### config.mk
export PLATFORM = sky130hd
export DESIGN_NAME = vdp_cpu_bridge
export DESIGN_NICKNAME = d
export VERILOG_FILES = /design/src/rtl/vdp_bus_pkg.sv /design/src/rtl/vdp_strobe_sync.sv /design/src/rtl/vdp_cpu_bridge.sv
export SDC_FILE = /design/constraint.sdc
export NUM_CORES = 1
export LEC_CHECK = 0
export BUFFER_PORTS_ARGS = -buffer_cell sky130_fd_sc_hd__buf_2
export CAP_MARGIN = 10
export CORE_UTILIZATION = 45
export CTS_CLUSTER_DIAMETER = 120
export CTS_CLUSTER_SIZE = 10
export DETAILED_ROUTE_END_ITERATION = 8
export PLACE_DENSITY_LB_ADDON = 0.2
export SLEW_MARGIN = 20
export SYNTH_ARGS = -nofsm -noshare
export SYNTH_HDL_FRONTEND = slang
export SYNTH_HIERARCHICAL = 1
export SYNTH_SLANG_ARGS = --single-unit
export TNS_END_PERCENT = 10
### constraint.sdc
create_clock -name clk -period 6.5 [get_ports clk]
set_clock_uncertainty 0.05 [all_clocks]
set_input_delay 0.975 -clock clk [delete_from_list [all_inputs] [get_ports clk]]
set_output_delay 0.975 -clock clk [all_outputs]
set_load 0.01 [all_outputs]
### src/rtl/vdp_bus_pkg.sv
// Shared types for the host-CPU to VDP bridge: issue FSM states, write-FIFO entry
// layout and the host-bus bit-order swap.
package vdp_bus_pkg;

   // Upper bounds on the bridge widths; entries are sized to these and sliced down.
   localparam int unsigned ADR_W_MAX  = 8;
   localparam int unsigned DATA_W_MAX = 32;

   typedef enum logic [1:0] {
      StIdle,
      StWr,
      StRd
   } issue_state_e;

   typedef struct packed {
      logic [ADR_W_MAX-1:0]  adr;
      logic [DATA_W_MAX-1:0] data;
   } fifo_entry_t;

   // Reverses the low w bits of d; bits at and above w come back as zero.
   function automatic logic [DATA_W_MAX-1:0] bit_rev(input logic [DATA_W_MAX-1:0] d,
                                                     input int unsigned w);
      logic [DATA_W_MAX-1:0] r;
      for (int i = 0; i < DATA_W_MAX; i++) begin
         r[i] = d[DATA_W_MAX-1-i];
      end
      return r >> (DATA_W_MAX - w);
   endfunction

endpackage

### src/rtl/vdp_strobe_sync.sv
// Synchroniser with all-stages-agree hysteresis for one active-low host strobe.
// Emits the filtered level and a one-cycle pulse on its falling edge.
module vdp_strobe_sync #(
   parameter int unsigned SYNC_STAGES = 2
) (
   input  logic clk_i,
   input  logic reset_i,
   input  logic strobe_n_i,
   output logic level_o,
   output logic fall_o
);

   logic [SYNC_STAGES-1:0] sync_q;

   always_ff @(posedge clk_i or posedge reset_i) begin
      if (reset_i) begin
         sync_q  <= '1;
         level_o <= 1'b1;
         fall_o  <= 1'b0;
      end else begin
         sync_q <= {sync_q[SYNC_STAGES-2:0], strobe_n_i};
         fall_o <= 1'b0;
         if (sync_q == '0) begin
            level_o <= 1'b0;
            fall_o  <= level_o;
         end else if (&sync_q) begin
            level_o <= 1'b1;
         end
      end
   end

endmodule

### src/rtl/vdp_cpu_bridge.sv
// Host strobe bridge in front of the VDP: filters the strobes, queues writes in a
// small FIFO and issues writes then reads to the VDP with a req/ack handshake.
module vdp_cpu_bridge
   import vdp_bus_pkg::*;
#(
   parameter int unsigned ADR_W       = 2,
   parameter int unsigned DATA_W      = 8,
   parameter int unsigned SYNC_STAGES = 2,
   parameter int unsigned FIFO_DEPTH  = 4,
   parameter int unsigned BIT_REVERSE = 1
) (
   input  logic                          clk,
   input  logic                          reset,
   input  logic                          csr_n,
   input  logic                          csw_n,
   input  logic [ADR_W-1:0]              mode,
   input  logic [DATA_W-1:0]             cd_in,
   output logic [DATA_W-1:0]             cd_out,
   output logic                          cd_oe,
   output logic                          vdp_req,
   output logic                          vdp_wrt,
   output logic [ADR_W-1:0]              vdp_adr,
   output logic [DATA_W-1:0]             vdp_dbo,
   input  logic                          vdp_ack,
   input  logic [DATA_W-1:0]             vdp_dbi,
   output logic [$clog2(FIFO_DEPTH):0]   fifo_level,
   output logic                          overflow
);

   localparam int unsigned PTR_W = $clog2(FIFO_DEPTH);
   localparam logic [PTR_W:0] PtrInc = (PTR_W+1)'(1);

   logic csr_level, csr_fall, csw_level, csw_fall;
   logic wr_event, rd_event, push, pop, fifo_empty, fifo_full;
   logic [PTR_W:0] wr_ptr_q, rd_ptr_q;
   logic rd_pend_q;
   logic [ADR_W-1:0] rd_adr_q;
   issue_state_e state_q;
   fifo_entry_t fifo_mem [FIFO_DEPTH];
   fifo_entry_t wr_entry, head, issue_entry;
   logic [DATA_W_MAX-1:0] rd_rev;
   logic [DATA_W-1:0] rd_data;
   logic unused_bits;

   vdp_strobe_sync #(.SYNC_STAGES(SYNC_STAGES)) u_csr_sync (
      .clk_i      (clk),
      .reset_i    (reset),
      .strobe_n_i (csr_n),
      .level_o    (csr_level),
      .fall_o     (csr_fall)
   );

   vdp_strobe_sync #(.SYNC_STAGES(SYNC_STAGES)) u_csw_sync (
      .clk_i      (clk),
      .reset_i    (reset),
      .strobe_n_i (csw_n),
      .level_o    (csw_level),
      .fall_o     (csw_fall)
   );

   assign wr_event = csw_fall & csr_level;
   assign rd_event = csr_fall & csw_level;
   assign cd_oe    = ~csr_level;

   assign fifo_level = wr_ptr_q - rd_ptr_q;
   assign fifo_empty = (wr_ptr_q == rd_ptr_q);
   assign fifo_full  = (fifo_level == (PTR_W+1)'(FIFO_DEPTH));
   assign pop        = (state_q == StWr) & vdp_ack;
   // A pop in the same cycle frees the slot a full-FIFO push needs.
   assign push       = wr_event & (~fifo_full | pop);
   assign head       = fifo_mem[rd_ptr_q[PTR_W-1:0]];

   always_comb begin
      wr_entry.adr  = ADR_W_MAX'(mode);
      wr_entry.data = (BIT_REVERSE != 0) ? bit_rev(DATA_W_MAX'(cd_in), DATA_W)
                                         : DATA_W_MAX'(cd_in);
      // An empty FIFO issues the entry being pushed this cycle directly.
      issue_entry   = fifo_empty ? wr_entry : head;
      rd_rev        = bit_rev(DATA_W_MAX'(vdp_dbi), DATA_W);
      rd_data       = (BIT_REVERSE != 0) ? rd_rev[DATA_W-1:0] : vdp_dbi;
   end

   assign unused_bits = ^{issue_entry, rd_rev};

   always_ff @(posedge clk) begin
      if (push) begin
         fifo_mem[wr_ptr_q[PTR_W-1:0]] <= wr_entry;
      end
   end

   always_ff @(posedge clk or posedge reset) begin
      if (reset) begin
         state_q   <= StIdle;
         vdp_req   <= 1'b0;
         vdp_wrt   <= 1'b0;
         vdp_adr   <= '0;
         vdp_dbo   <= '0;
         cd_out    <= '0;
         rd_pend_q <= 1'b0;
         rd_adr_q  <= '0;
         wr_ptr_q  <= '0;
         rd_ptr_q  <= '0;
         overflow  <= 1'b0;
      end else begin
         if (push) begin
            wr_ptr_q <= wr_ptr_q + PtrInc;
         end
         if (wr_event && !push) begin
            overflow <= 1'b1;
         end
         if (rd_event && !rd_pend_q) begin
            rd_pend_q <= 1'b1;
            rd_adr_q  <= mode;
         end
         unique case (state_q)
            StIdle: begin
               if (!fifo_empty || push) begin
                  state_q <= StWr;
                  vdp_req <= 1'b1;
                  vdp_wrt <= 1'b1;
                  vdp_adr <= issue_entry.adr[ADR_W-1:0];
                  vdp_dbo <= issue_entry.data[DATA_W-1:0];
               end else if (rd_pend_q || rd_event) begin
                  state_q <= StRd;
                  vdp_req <= 1'b1;
                  vdp_wrt <= 1'b0;
                  vdp_adr <= rd_pend_q ? rd_adr_q : mode;
               end
            end
            StWr: begin
               if (vdp_ack) begin
                  rd_ptr_q <= rd_ptr_q + PtrInc;
                  state_q  <= StIdle;
                  vdp_req  <= 1'b0;
               end
            end
            StRd: begin
               if (vdp_ack) begin
                  cd_out    <= rd_data;
                  rd_pend_q <= 1'b0;
                  state_q   <= StIdle;
                  vdp_req   <= 1'b0;
               end
            end
            default: state_q <= StIdle;
         endcase
      end
   end

endmodule

=== After elaboration in Yosys (flattened, before gate mapping) ===
Memory sizes are Yosys's and may differ from the RTL's.
Cells that the tools add are included.

* Add/subtract/negate cells: 3
* Equal/unequal tests: 6
* Muxes and demuxes: 25
* Bitwise operators: 7
* Reduce and logical (&&, ||, !) cells: 23

{| class="wikitable"
|+ Operator list
! cell !! count
|-
| $mux W34 || 1
|-
| $mux W1 || 16
|-
| $reduce_and A2 Y1 || 7
|-
| $mux W2 || 6
|-
| $reduce_bool A2 Y1 || 4
|-
| $add A3 B1 Y3 const B || 2
|-
| $logic_not A2 Y1 || 3
|-
| $and A1 B1 Y1 || 4
|-
| $pmux W2 S2 || 1
|-
| $eq A3 B3 Y1 || 1
|-
| $eq A3 B3 Y1 const B || 1
|-
| $logic_not A1 Y1 || 3
|-
| $ne A3 B3 Y1 const B || 1
|-
| $reduce_and A3 Y1 || 1
|-
| $sub A3 B3 Y3 || 1
|-
| $eq A2 B1 Y1 const B || 1
|-
| $eq A2 B2 Y1 const B || 1
|-
| $logic_and A1 B1 Y1 || 2
|-
| $logic_or A1 B1 Y1 || 2
|-
| $ne A2 B1 Y1 const B || 1
|-
| $not A1 Y1 || 2
|-
| $pmux W1 S2 || 1
|-
| $reduce_or A2 Y1 || 1
|-
| $or A1 B1 Y1 || 1
|}

* Register bits: 40
* RAM bits: 40
* Input bits: 23
* Output and inout port bits: 25
* Logic and storage cells: 82
* Memories: 1

{| class="wikitable"
|+ Memory list
! name !! depth !! width !! read ports !! clocked after Yosys merged registers in !! write ports !! RTL line !! text
|-
| fifo_mem || 4 || 10 || 1 || 0 || 1 || vdp_cpu_bridge.sv:39 || <nowiki>fifo_entry_t fifo_mem [FIFO_DEPTH];</nowiki>
|}

=== Longest topological paths before layout ===
Gate-level depths: netlist (run 1).

* Depth in word-level cells: 8
* Mapped depth: 7
* Depth with buffers taken out: 7

=== Cells and area by module ===
The synthesis (run 1) kept the hierarchy.

{| class="wikitable"
|+ By module, submodules not included
! module !! instances !! cells each !! area an instance (um2) !! seq. area each (um2)
|-
| vdp_cpu_bridge || 1 || 190 || 3206.8 || 2001.9
|-
| vdp_strobe_sync || 2 || 11 || 148.9 || 103.8
|}

=== Least setup slack after synthesis (run 1) ===
No wires, ideal clock.

* Path kind: reg2out
* Start: register wr_ptr_q[0]
* End: output port fifo_level[2]
* Data arrival time: 1356 ps
* Data required time: 5475 ps
* Slack: 4119 ps
* Cell stages (with the launch flop): 5
* Buffers on the path: 0
* Cells stage by stage: dfrtp_1 -> inv_1 -> ha_1 -> fa_1 -> xor3_2

* Word-level cells in the longest chain between the ends: 1

{| class="wikitable"
|+ Ends and longest elaborated chain
! what !! RTL line !! text
|-
| start, declared || vdp_cpu_bridge.sv:35 || <nowiki>logic [PTR_W:0] wr_ptr_q, rd_ptr_q;</nowiki>
|-
| start signal, assigned || vdp_cpu_bridge.sv:106 || <nowiki>wr_ptr_q <= wr_ptr_q + PtrInc;</nowiki>
|-
| $sub A3 B3 Y3 || vdp_cpu_bridge.sv:65 || <nowiki>assign fifo_level = wr_ptr_q - rd_ptr_q;</nowiki>
|-
| end, declared || vdp_cpu_bridge.sv:26 || <nowiki>output logic [$clog2(FIFO_DEPTH):0] fifo_level,</nowiki>
|}

Every way passes these cells.

=== Final worst setup path (run 1) ===
* Start: register rd_ptr_q[0]
* End: output port fifo_level[2]

* Word-level cells in the longest chain between the ends: 1

{| class="wikitable"
|+ Ends and longest elaborated chain
! what !! RTL line !! text
|-
| start, declared || vdp_cpu_bridge.sv:35 ||
|-
| start signal, assigned || vdp_cpu_bridge.sv:132 || <nowiki>rd_ptr_q <= rd_ptr_q + PtrInc;</nowiki>
|-
| $sub A3 B3 Y3 || vdp_cpu_bridge.sv:65 ||
|}

Every way passes these cells.

==> metrics.txt, run 1 <==
status finished clean; Cell Area, Placed ~3800 um2; Pre-antenna DRT Iters 4; Seq/Total Area, Yosys 0.630; Post-synth EDFFs 40; Chip Width 90.3 um; Cell variety after synth 46; Initial Utilization 0.473; fin cells 370; RSZ-0062 raised after global routing false; TNS Setup 0 ns; Yosys reg bits 80; hold depth 0; clock power share 0.193; initial antenna violation count 0; Max Fclk 0.306 GHz; critical path arrival ~2.3 ns; combinational power share 0.406; Nets 303; Setup crit end kind output port; first-pass GRT wire length 10.2 mm; synthesized cell area about 3500 um2; async set-reset flop share out of synthesis 0.500; Final Util 0.545; clock slew at reported path FFs 0.09 ns; startpoint types flip-flop; Routed wire per std cell 16.3 um; syn_nets 249; WL final 6.04 mm; Top FF cell, synth edfxtp_1; largest net degree at the start of global routing 33; Reg power frac 0.401; Area Overhead vs Synth 15.2%; switching pwr between 0.0006 and 0.0007 W; Leak 1.69 nW; 1st-iter DRT viols 84; syn_area_per_cell 16.5 um2; clock sinks 80; vias in the first global route 1954; core footprint 7410 um2; vias per cell just over 5; Max-cap violations 0; Max Slew Vio Count 0; GRT overflow 0; GR Util All Layers 0.170; pwr dens roughly 470 nW/um2; num rows 31; Final setup viols 0; CTS Root Cell clkbuf_8; Peak VDD IR 0.000289 V; ANT cells 0; I/O pins 48; post-layout min period 3.27 ns; Die Height 90.3 um; worst-path maximum fanout 13; most frequent cells in the layout 47 x buf_2, 40 x edfxtp_1, 34 x dfrtp_1, 27 x mux2_2, 20 x inv_1; period utilization 0.503; post-route cell area 4040 um2; maximum root-to-sink buffer count 2; total number of vias 1906; Final Hold Viols 0; Mapped Cells 212; DP Wirelength 4.10 mm; TritonCTS clock tree yes; Buffers on Ports 47; commonest non-fill, non-tap cell in the layout buf_2; reg2reg path depth 5; post-route DRC violation count 0; antenna viol nets, final 0; CTS Hold Buffers Added 0; Slew @ Worst Pin 0.772 ns; Slew HR 0.485; Max H-tree Level 3; DIE AREA 8150 um2; Int Pwr 0.00124 W; Yosys Warn Count 6; post_cts resized 0; layout cell share with drive strength beyond 1 0.446; Switching Fraction 0.351; Setup CP Type flip-flop to output port; WP data required roughly 5.5 ns; placed cells 354; Post-CTS Setup Bufs 0; worst hold path class flip-flop to flip-flop; gp weighted congestion 0.810; cts bufs inserted 9; Clk Latency, worst-skew pair 0.36 ns; Final Total Pwr 0.00191 W
## power groups by stage
stage                     Clock [W]  Combinational [W]  Sequential (W)
after floorplan                   0           0.000592        0.000770
after global placement            0           0.000773        0.000775
after detailed placement          0           0.000787        0.000783
after CTS                  0.000378           0.000792        0.000772
after global routing       0.000404           0.000862        0.000791
final                      0.000370           0.000776        0.000767
## area by class of cell
class,instances,area (um2)
clock buffers,9,124
flip-flops and latches,80,2210
repair buffers,48,243
inverters,20,75.1
well taps,99,124
multi-input cells,107,1180
fillers,639,3370
clock inverters,7,80.1
## worst paths after layout
check                                     start              endpoint  slack [ns]
max                                 rd_ptr_q[0]         fifo_level[2]        3.23
max in group asynchronous                 reset            vdp_dbo[2]        5.39
max reg2reg                         rd_ptr_q[0]            vdp_dbo[2]        3.58
min in group asynchronous                 reset     u_csr_sync/fall_o        0.45
min reg2reg                u_csr_sync/sync_q[0]  u_csr_sync/sync_q[1]        0.32
min                        u_csr_sync/sync_q[0]  u_csr_sync/sync_q[1]        0.32
## synthesized netlist by cell type (2+ instances only)
cell,number,area share
mux2i_1,4,0.011
mux4_2,10,0.064
mux2_2,27,0.087
nand2_1,6,0.0064
and2_2,5,0.011
a221oi_1,2,0.0050
a21oi_1,3,0.0043
inv_1,20,0.021
nor3_1,2,0.0029
dfstp_2,6,0.045
buf_6,2,0.0064
dfrtp_1,34,0.24
a41o_1,2,0.0057
nand2b_1,2,0.0036
xnor2_1,3,0.0075
nor2b_1,2,0.0036
o32ai_1,2,0.0050
ha_1,13,0.046
edfxtp_1,40,0.34
## per-stage QoR
step	hold WS, ns	setup WS, ns
finish	0.320	3.23
global route	0.324	2.99
CTS	0.321	3.16
detailed placement	0.307	3.53
global placement	0.306	3.59
floorplan	0.304	4.12
## flip-flops by register name, summed over array words and instances (netlist names), 2 cells and up
name / flops
rd_adr_q: 2
u_csw_sync/sync_q: 2
vdp_dbo: 8
cd_out: 8
u_csr_sync/sync_q: 2
state_q: 2
rd_ptr_q: 3
fifo_mem: 40
vdp_adr: 2
wr_ptr_q: 3
## layer usage
metal  up-vias  track usage  routed length (um)
met5         -            0                   0
met3         6       0.0631                 245
met2        36        0.271                2980
met1       971        0.216                2740
li1        893            -                   -
met4         0       0.0524                  76
## cells by family after synthesis
group           count (synthesis)  share of synthesized area
simple gates                   25                     0.0446
xor+xnor                        6                     0.0218
fa+ha+maj                      14                     0.0521
flops                          80                      0.630
mux                            41                      0.162
compound gates                 21                     0.0568
buf+inv                        25                     0.0318
## worst max-delay path, cell delays in order (launching register included)
cell,delay (ns)
dfrtp_1,0.67
ha_1,0.34
fa_1,0.42
xor3_2,0.29
buf_2,0.16
Power figures use the tool's default switching activity.
==> inputs of run 2 (changes only) <==
- ABC_AREA: not set -> 1
- clock period: 6.5 -> 3.05 ns (I/O delays scaled with it)
==> run 2 against run 1 <==
  * Global-route usage increased by 1.6 points
  * Critical path depth grew 8
  * Utilization is 0.20 points higher
  * Sequential power rose by 100%
  * Power grew 110%
  * Routed wire length rose by 14%
  * Combinational power is 120% higher
  * Die area grew 0.28%
  * Sequential share of layout area shrank 0.20 points
  * Highest routed layer unchanged
==> metrics.txt, run 2 <==
Area Overhead vs Synth 15.3% (about the same); worst-path maximum fanout 12 (-1); Nets 404 (+33%); Clk Latency, worst-skew pair 0.35 ns (about the same); Mapped Cells 312 (+47%); startpoint types flip-flop; Max Fclk 0.415 GHz; max reg flops 40 (unchanged); Compound-Gate Fraction of Synth Area 0.0787 (+0.0219); critical path launch point wr_ptr_q[0]; count leader, synth nand2_1; I/O pins 48 (unchanged); Final Hold Viols 0 (unchanged); gp weighted congestion 0.762 (-5.9%); Hold WS 0.147 ns (-0.173 ns); clock sinks 80 (unchanged); 1st-iter DRT viols 125 (+49%); async set-reset flop share out of synthesis 0.500 (unchanged); pwr dens 988 nW/um2 (+110%); commonest non-fill, non-tap cell in the layout nand2_1; Die Height 90.4 um (+0.14%); crit-path max cell delay 0.50 ns (-0.17 ns); WL final 6.88 mm (+14%); WP data required 3.23 ns (-2.24 ns); GRT overflow 0 (unchanged); post-synthesis mux area share 0.0256 (-0.137); largest net degree at the start of global routing 26 (-21%); Slowest-stage cell, CP fa_1; reg2reg path depth 12 (+7); commonest cells in the synthesized netlist 53 x nand2_1, 40 x edfxtp_1, 34 x dfrtp_1; fin cells 471 (+27%); Chip Width 90.4 um (+0.14%); simple-gate share of the synthesized area 0.149 (+0.104); vias in the first global route 2333 (+19%); clock slew at reported path FFs 0.08 ns (about the same); post-synth top area share 0.342 (-0.000976); Yosys Warn Count 6 (unchanged); RSZ-0062 raised after global routing false; ANT cells 0 (unchanged); FF-to-FF End vdp_dbo[3]; syn_nets 349 (+40%); cell repeated most along the worst path nand2_4; worst hold path class input port to flip-flop; Top FF cell, synth edfxtp_1; layout cell share with drive strength beyond 1 0.263 (-0.183); CTS Root Cell clkbuf_8; period utilization 0.791; Pre-antenna DRT Iters 4 (unchanged); Setup crit end kind flip-flop; status finished clean; Max Slew Vio Count 0 (unchanged); Peak VDD IR 0.000480 V (+66%); Leak 1.84 nW (+8.9%); cts bufs inserted 9 (unchanged); hold depth 1 (+1); Cell variety after synth 36 (-22%); critical path capture point vdp_dbo[3]; Placement Setup Slack 0.646 ns (-2.89 ns); Max H-tree Level 3 (unchanged); DIE AREA 8170 um2 (+0.28%); synth top area cells edfxtp_1 34%, dfrtp_1 24%, nand2_1 5.7%, ha_1 4.6%, dfstp_2 4.5%; main combinational cell family by area after synthesis simple AND/OR/NAND/NOR gates; Routed wire per std cell 14.6 um (-10%); Slew HR 0.582 (+0.0969); critical path arrival 2.59 ns (+0.34 ns); Seq/Total Area, Yosys 0.629 (-0.00180); TritonCTS clock tree yes; reg2reg start wr_ptr_q[0]; total number of vias 2330 (+22%); TNS Setup 0 ns (unchanged); post_cts resized 0 (unchanged); maximum root-to-sink buffer count 2 (unchanged); Yosys reg bits 80 (unchanged); Buffers on Ports 47 (unchanged); Post-synth EDFFs 40 (unchanged); worst path cell trace inv_1 -> ha_1 -> fa_1 -> nand2_1 -> nor2_2 -> nand3_2 -> nand2_4 -> nand2_4 -> nand2_4 -> clkinv_2 -> o211ai_1 -> nand2_1; first-pass GRT wire length 11.5 mm (+13%); Final WS setup 0.639 ns (-2.59 ns); post-synthesis xor/xnor area fraction 0.00997 (-0.0118); placed cells 454 (+28%); num rows 31 (unchanged); Final setup viols 0 (unchanged); Max-cap violations 0 (unchanged); Filler Cells Inserted 648 (+1.4%); core footprint 7410 um2 (unchanged); DP Wirelength 4.85 mm (+18%); antenna viol nets, final 0 (unchanged); Final Total Pwr 0.00401 W (+110%); syn_area_per_cell 11.3 um2 (-32%); post-layout min period 2.41 ns; Setup CP Type flip-flop to flip-flop; vias per cell 4.95 (-4.0%); post-route DRC violation count 0 (unchanged); GR Util All Layers 0.186 (+0.0159); synthesized cell area 3510 um2 (+0.29%); Yosys top cell by area edfxtp_1; most frequent cells in the layout 53 x nand2_1, 47 x buf_2, 40 x edfxtp_1, 34 x dfrtp_1, 33 x inv_1; Initial Utilization 0.474 (+0.00135); adder-cell share of the synthesized area 0.0520 (-0.000148); initial antenna violation count 0 (unchanged); Slew @ Worst Pin 0.626 ns (-0.146 ns); Reg2Reg Setup Slack 0.64 ns (-2.94 ns)
-- run 2: power breakdown --
group	leakage, nW	internal, W	switching (W)
Clock	0.0941	0.000328	0.000413
Sequential	0.838	0.00139	0.000173
Combinational	0.906	0.000645	0.00106
Total	1.84	0.00236	0.00165
-- run 2: kinds of logic after synthesis --
logic type	Yosys count
AO/OA/AOI/OAI	48
XOR/XNOR	4
adder cells (fa/ha/maj)	14
buffers and inverters	46
flip-flops	80
multiplexers	8
AND/OR/NAND/NOR	112
-- run 2: timing repair --
action	4_1_cts	5_1_grt
buffers inserted	0	0
endpoints found under the hold margin	2	0
endpoints found under the setup margin	0	0
hold buffers	1	0
-- run 2: critical path: cells and delay by family (launching register included) --
family	cells	cell delay (ns)
buf+inv	2	0.25
flops	1	0.38
simple gates	7	0.75
fa+ha+maj	2	0.72
compound gates	1	0.13
-- run 2: layer usage --
| layer | share of wire | wire (um) | GRT usage | vias up |
|---|---|---|---|---|
| li1 | - | - | - | 1145 |
| met1 | 0.49 | 3370 | 0.273 | 1103 |
| met2 | 0.43 | 2950 | 0.265 | 68 |
| met3 | 0.058 | 402 | 0.0328 | 14 |
| met4 | 0.024 | 163 | 0.0914 | 0 |
| met5 | 0 | 0 | 0 | - |
-- run 2: through the flow --
step,cell area [um2],utilization
2_1_floorplan,3510,-
3_5_place_dp,3860,0.521
6_report,4050,0.547
4_1_cts,4050,0.547
5_1_grt,4050,0.547
3_3_place_gp,3860,0.521
-- run 2: cell type report --
type | instances | area (um2) | area share
clock inverter | 6 | 47.5 | 0.0117
timing repair buffer | 54 | 290 | 0.0716
multi-input combinational | 186 | 1110 | 0.273
sequential | 80 | 2210 | 0.545
tap | 99 | 124 | 0.0306
clock buffer | 10 | 138 | 0.0340
inverter | 36 | 138 | 0.0340
-- run 2: worst min path at each step --
| stage | from | to | slack (ns) |
|---|---|---|---|
| final | csr_n | u_csr_sync/sync_q[0] | 0.15 |
| after global routing | csw_n | u_csw_sync/sync_q[0] | 0.13 |
| after CTS | csr_n | u_csr_sync/sync_q[0] | 0.13 |
| after detailed placement | u_csw_sync/sync_q[0] | u_csw_sync/sync_q[1] | 0.31 |
| after global placement | u_csw_sync/sync_q[0] | u_csw_sync/sync_q[1] | 0.31 |
| after floorplan | reset | u_csr_sync/fall_o | 0.17 |
==> inputs of run 3 (changes only) <==
- clock period: 3.05 -> 2.2 ns (I/O delays scaled with it)
==> run 3 against run 2 <==
  * Clock power grew 47%
  * Flip-flop and latch count is the same
  * Sequential power rose by 35%
  * Via count is 0.73% higher
  * Fmax up 13%
  * Clock-buffer cell count unchanged
  * Critical endpoint is now fifo_mem[1][5]
  * Highest routed layer unchanged
==> metrics.txt, run 3 (synthesis results as in run 2) <==
I/O pins 48 (unchanged); layout cell share with drive strength beyond 1 0.302 (+0.0389); Die Height 90.4 um (unchanged); commonest non-fill, non-tap cell in the layout nand2_1; num rows 31 (unchanged); Leak 1.94 nW (+5.4%); post-route cell area 4270 um2 (+5.4%); first-pass GRT wire length 11.8 mm (+2.4%); Area Overhead vs Synth 21.6%; Multi-input gate area 1150 um2 (+3.7%); Peak VDD IR 0.000762 V (+59%); DP Wirelength 4.72 mm (-2.7%); vias in the first global route 2463 (+5.6%); status finished clean; Reg2Reg Setup Slack 0.06 ns (-0.58 ns); antenna viol nets, final 0 (unchanged); post-route DRC violation count 0 (unchanged); post-layout min period 2.14 ns (-0.273 ns); worst hold path class input port to flip-flop; Routed wire per std cell 14.2 um (-2.7%); GRT overflow 0 (unchanged); Setup crit end kind flip-flop; Slew @ Worst Pin 0.633 ns (+0.00746 ns); Filler Cells Inserted 641 (-1.1%); startpoint types flip-flop; Chip Width 90.4 um (unchanged); Max Fclk 0.468 GHz (+13%); Final Total Pwr 0.00587 W (+46%); Max H-tree Level 3 (unchanged); 1st-iter DRT viols 68 (-46%); CP delay by family, top adder cells; RSZ-0062 raised after global routing true; Clk Latency, worst-skew pair 0.35 ns (about the same); WL final 6.90 mm (+0.35%); Initial Utilization 0.474 (unchanged); period utilization 0.972 (+0.181); CTS Root Cell clkbuf_8; Cell Area, Placed 4010 um2 (+3.9%); worst path cell trace ha_4 -> fa_1 -> nand3b_4 -> nand3_2 -> nand2_4 -> buf_12 -> nor2_2 -> buf_4; pwr dens 1370 nW/um2 (+39%); total number of vias 2347 (+0.73%); WP data required 2.22 ns (-1.01 ns); Final setup viols 0 (unchanged); gp weighted congestion 0.779 (+2.2%); TritonCTS clock tree yes; Slew HR 0.577 (-0.00498); Nets 419 (+3.7%); core footprint 7410 um2 (unchanged); Max-cap violations 0 (unchanged); Max Slew Vio Count 0 (unchanged); ANT cells 0 (unchanged); GR Util All Layers 0.189 (+0.00354); critical path arrival 2.16 ns (-0.43 ns); vias per cell 4.83 (-2.4%); Pre-antenna DRT Iters 4 (unchanged); Buffers on Ports 47 (unchanged); clock sinks 80 (unchanged); maximum root-to-sink buffer count 2 (unchanged); Final Hold Viols 0 (unchanged); Sequential Area 2210 um2 (unchanged); largest net degree at the start of global routing 33 (+27%); Setup CP Type flip-flop to flip-flop; Buf+Inv Stages, Crit Path 2 (unchanged); clock slew at reported path FFs 0.08 ns (about the same); crit-path max cell delay 0.42 ns (-0.08 ns); initial antenna violation count 0 (unchanged); most frequent cells in the layout 52 x nand2_1, 47 x buf_2, 40 x edfxtp_1, 34 x dfrtp_1, 32 x inv_1; DIE AREA 8170 um2 (unchanged); max reg flops 40 (unchanged); worst-path maximum fanout 4 (-8); Slowest-stage cell, CP dfrtp_1; cts bufs inserted 9 (unchanged); Final Util 0.577 (+0.0296)
## run 3: through the flow
step	TNS [ns]	setup WS (ns)	std cells	hold WS, ns
4_1_cts	-0.00803	-0.00803	485	0.00451
6_report	0	0.0619	486	0.0220
2_1_floorplan	-0.758	-0.0253	312	0.0439
3_3_place_gp	0	0.0795	468	0.182
5_1_grt	-0.708	-0.160	486	0.000755
3_5_place_dp	0	0.0140	468	0.188
## run 3: power by group
part           switching (W)  internal, W  total [W]
logic                0.00158      0.00109    0.00267
registers           0.000186      0.00192    0.00211
clock network       0.000554     0.000532    0.00109
total                0.00232      0.00355    0.00587
## run 3: area by class of cell
type,count,share of cell area
tap,99,0.0290
timing repair buffer,69,0.107
multi-input combinational,186,0.269
inverter,36,0.0325
clock inverter,6,0.0152
clock buffer,10,0.0299
sequential,80,0.517
## run 3: repair_timing
item	4_1_cts	5_1_grt
resized for setup	0	14
endpoints found under the hold margin	2	0
pin swaps	0	7
buffers inserted	0	1
hold buffers	1	0
endpoints found under the setup margin	1	55
## run 3: worst reg2reg max path: stages, from the launching register on
cell      delay [ns]
dfrtp_1         0.42
ha_4            0.18
fa_1            0.41
nand3b_4        0.17
nand3_2         0.11
nand2_4         0.09
buf_12          0.14
nor2_2          0.12
buf_4           0.17
## run 3: layer usage
metal	routed length (um)	vias to the layer above	global-route usage
met1	3320	1116	0.246
met4	110	0	0.0901
met3	172	10	0.0295
met2	3300	44	0.310
li1	-	1177	-
met5	0	-	0
## run 3: worst paths after layout
| path | to | start | cells after the start |
|---|---|---|---|
| max | fifo_mem[1][5] | rd_ptr_q[0] | 8 |
| min | u_csr_sync/sync_q[0] | csr_n | 1 |
| max reg2reg | fifo_mem[1][5] | rd_ptr_q[0] | 8 |
| min reg2reg | u_csr_sync/sync_q[1] | u_csr_sync/sync_q[0] | 0 |
| max in group asynchronous | wr_ptr_q[2] | reset | 4 |
| min in group asynchronous | u_csr_sync/fall_o | reset | 3 |
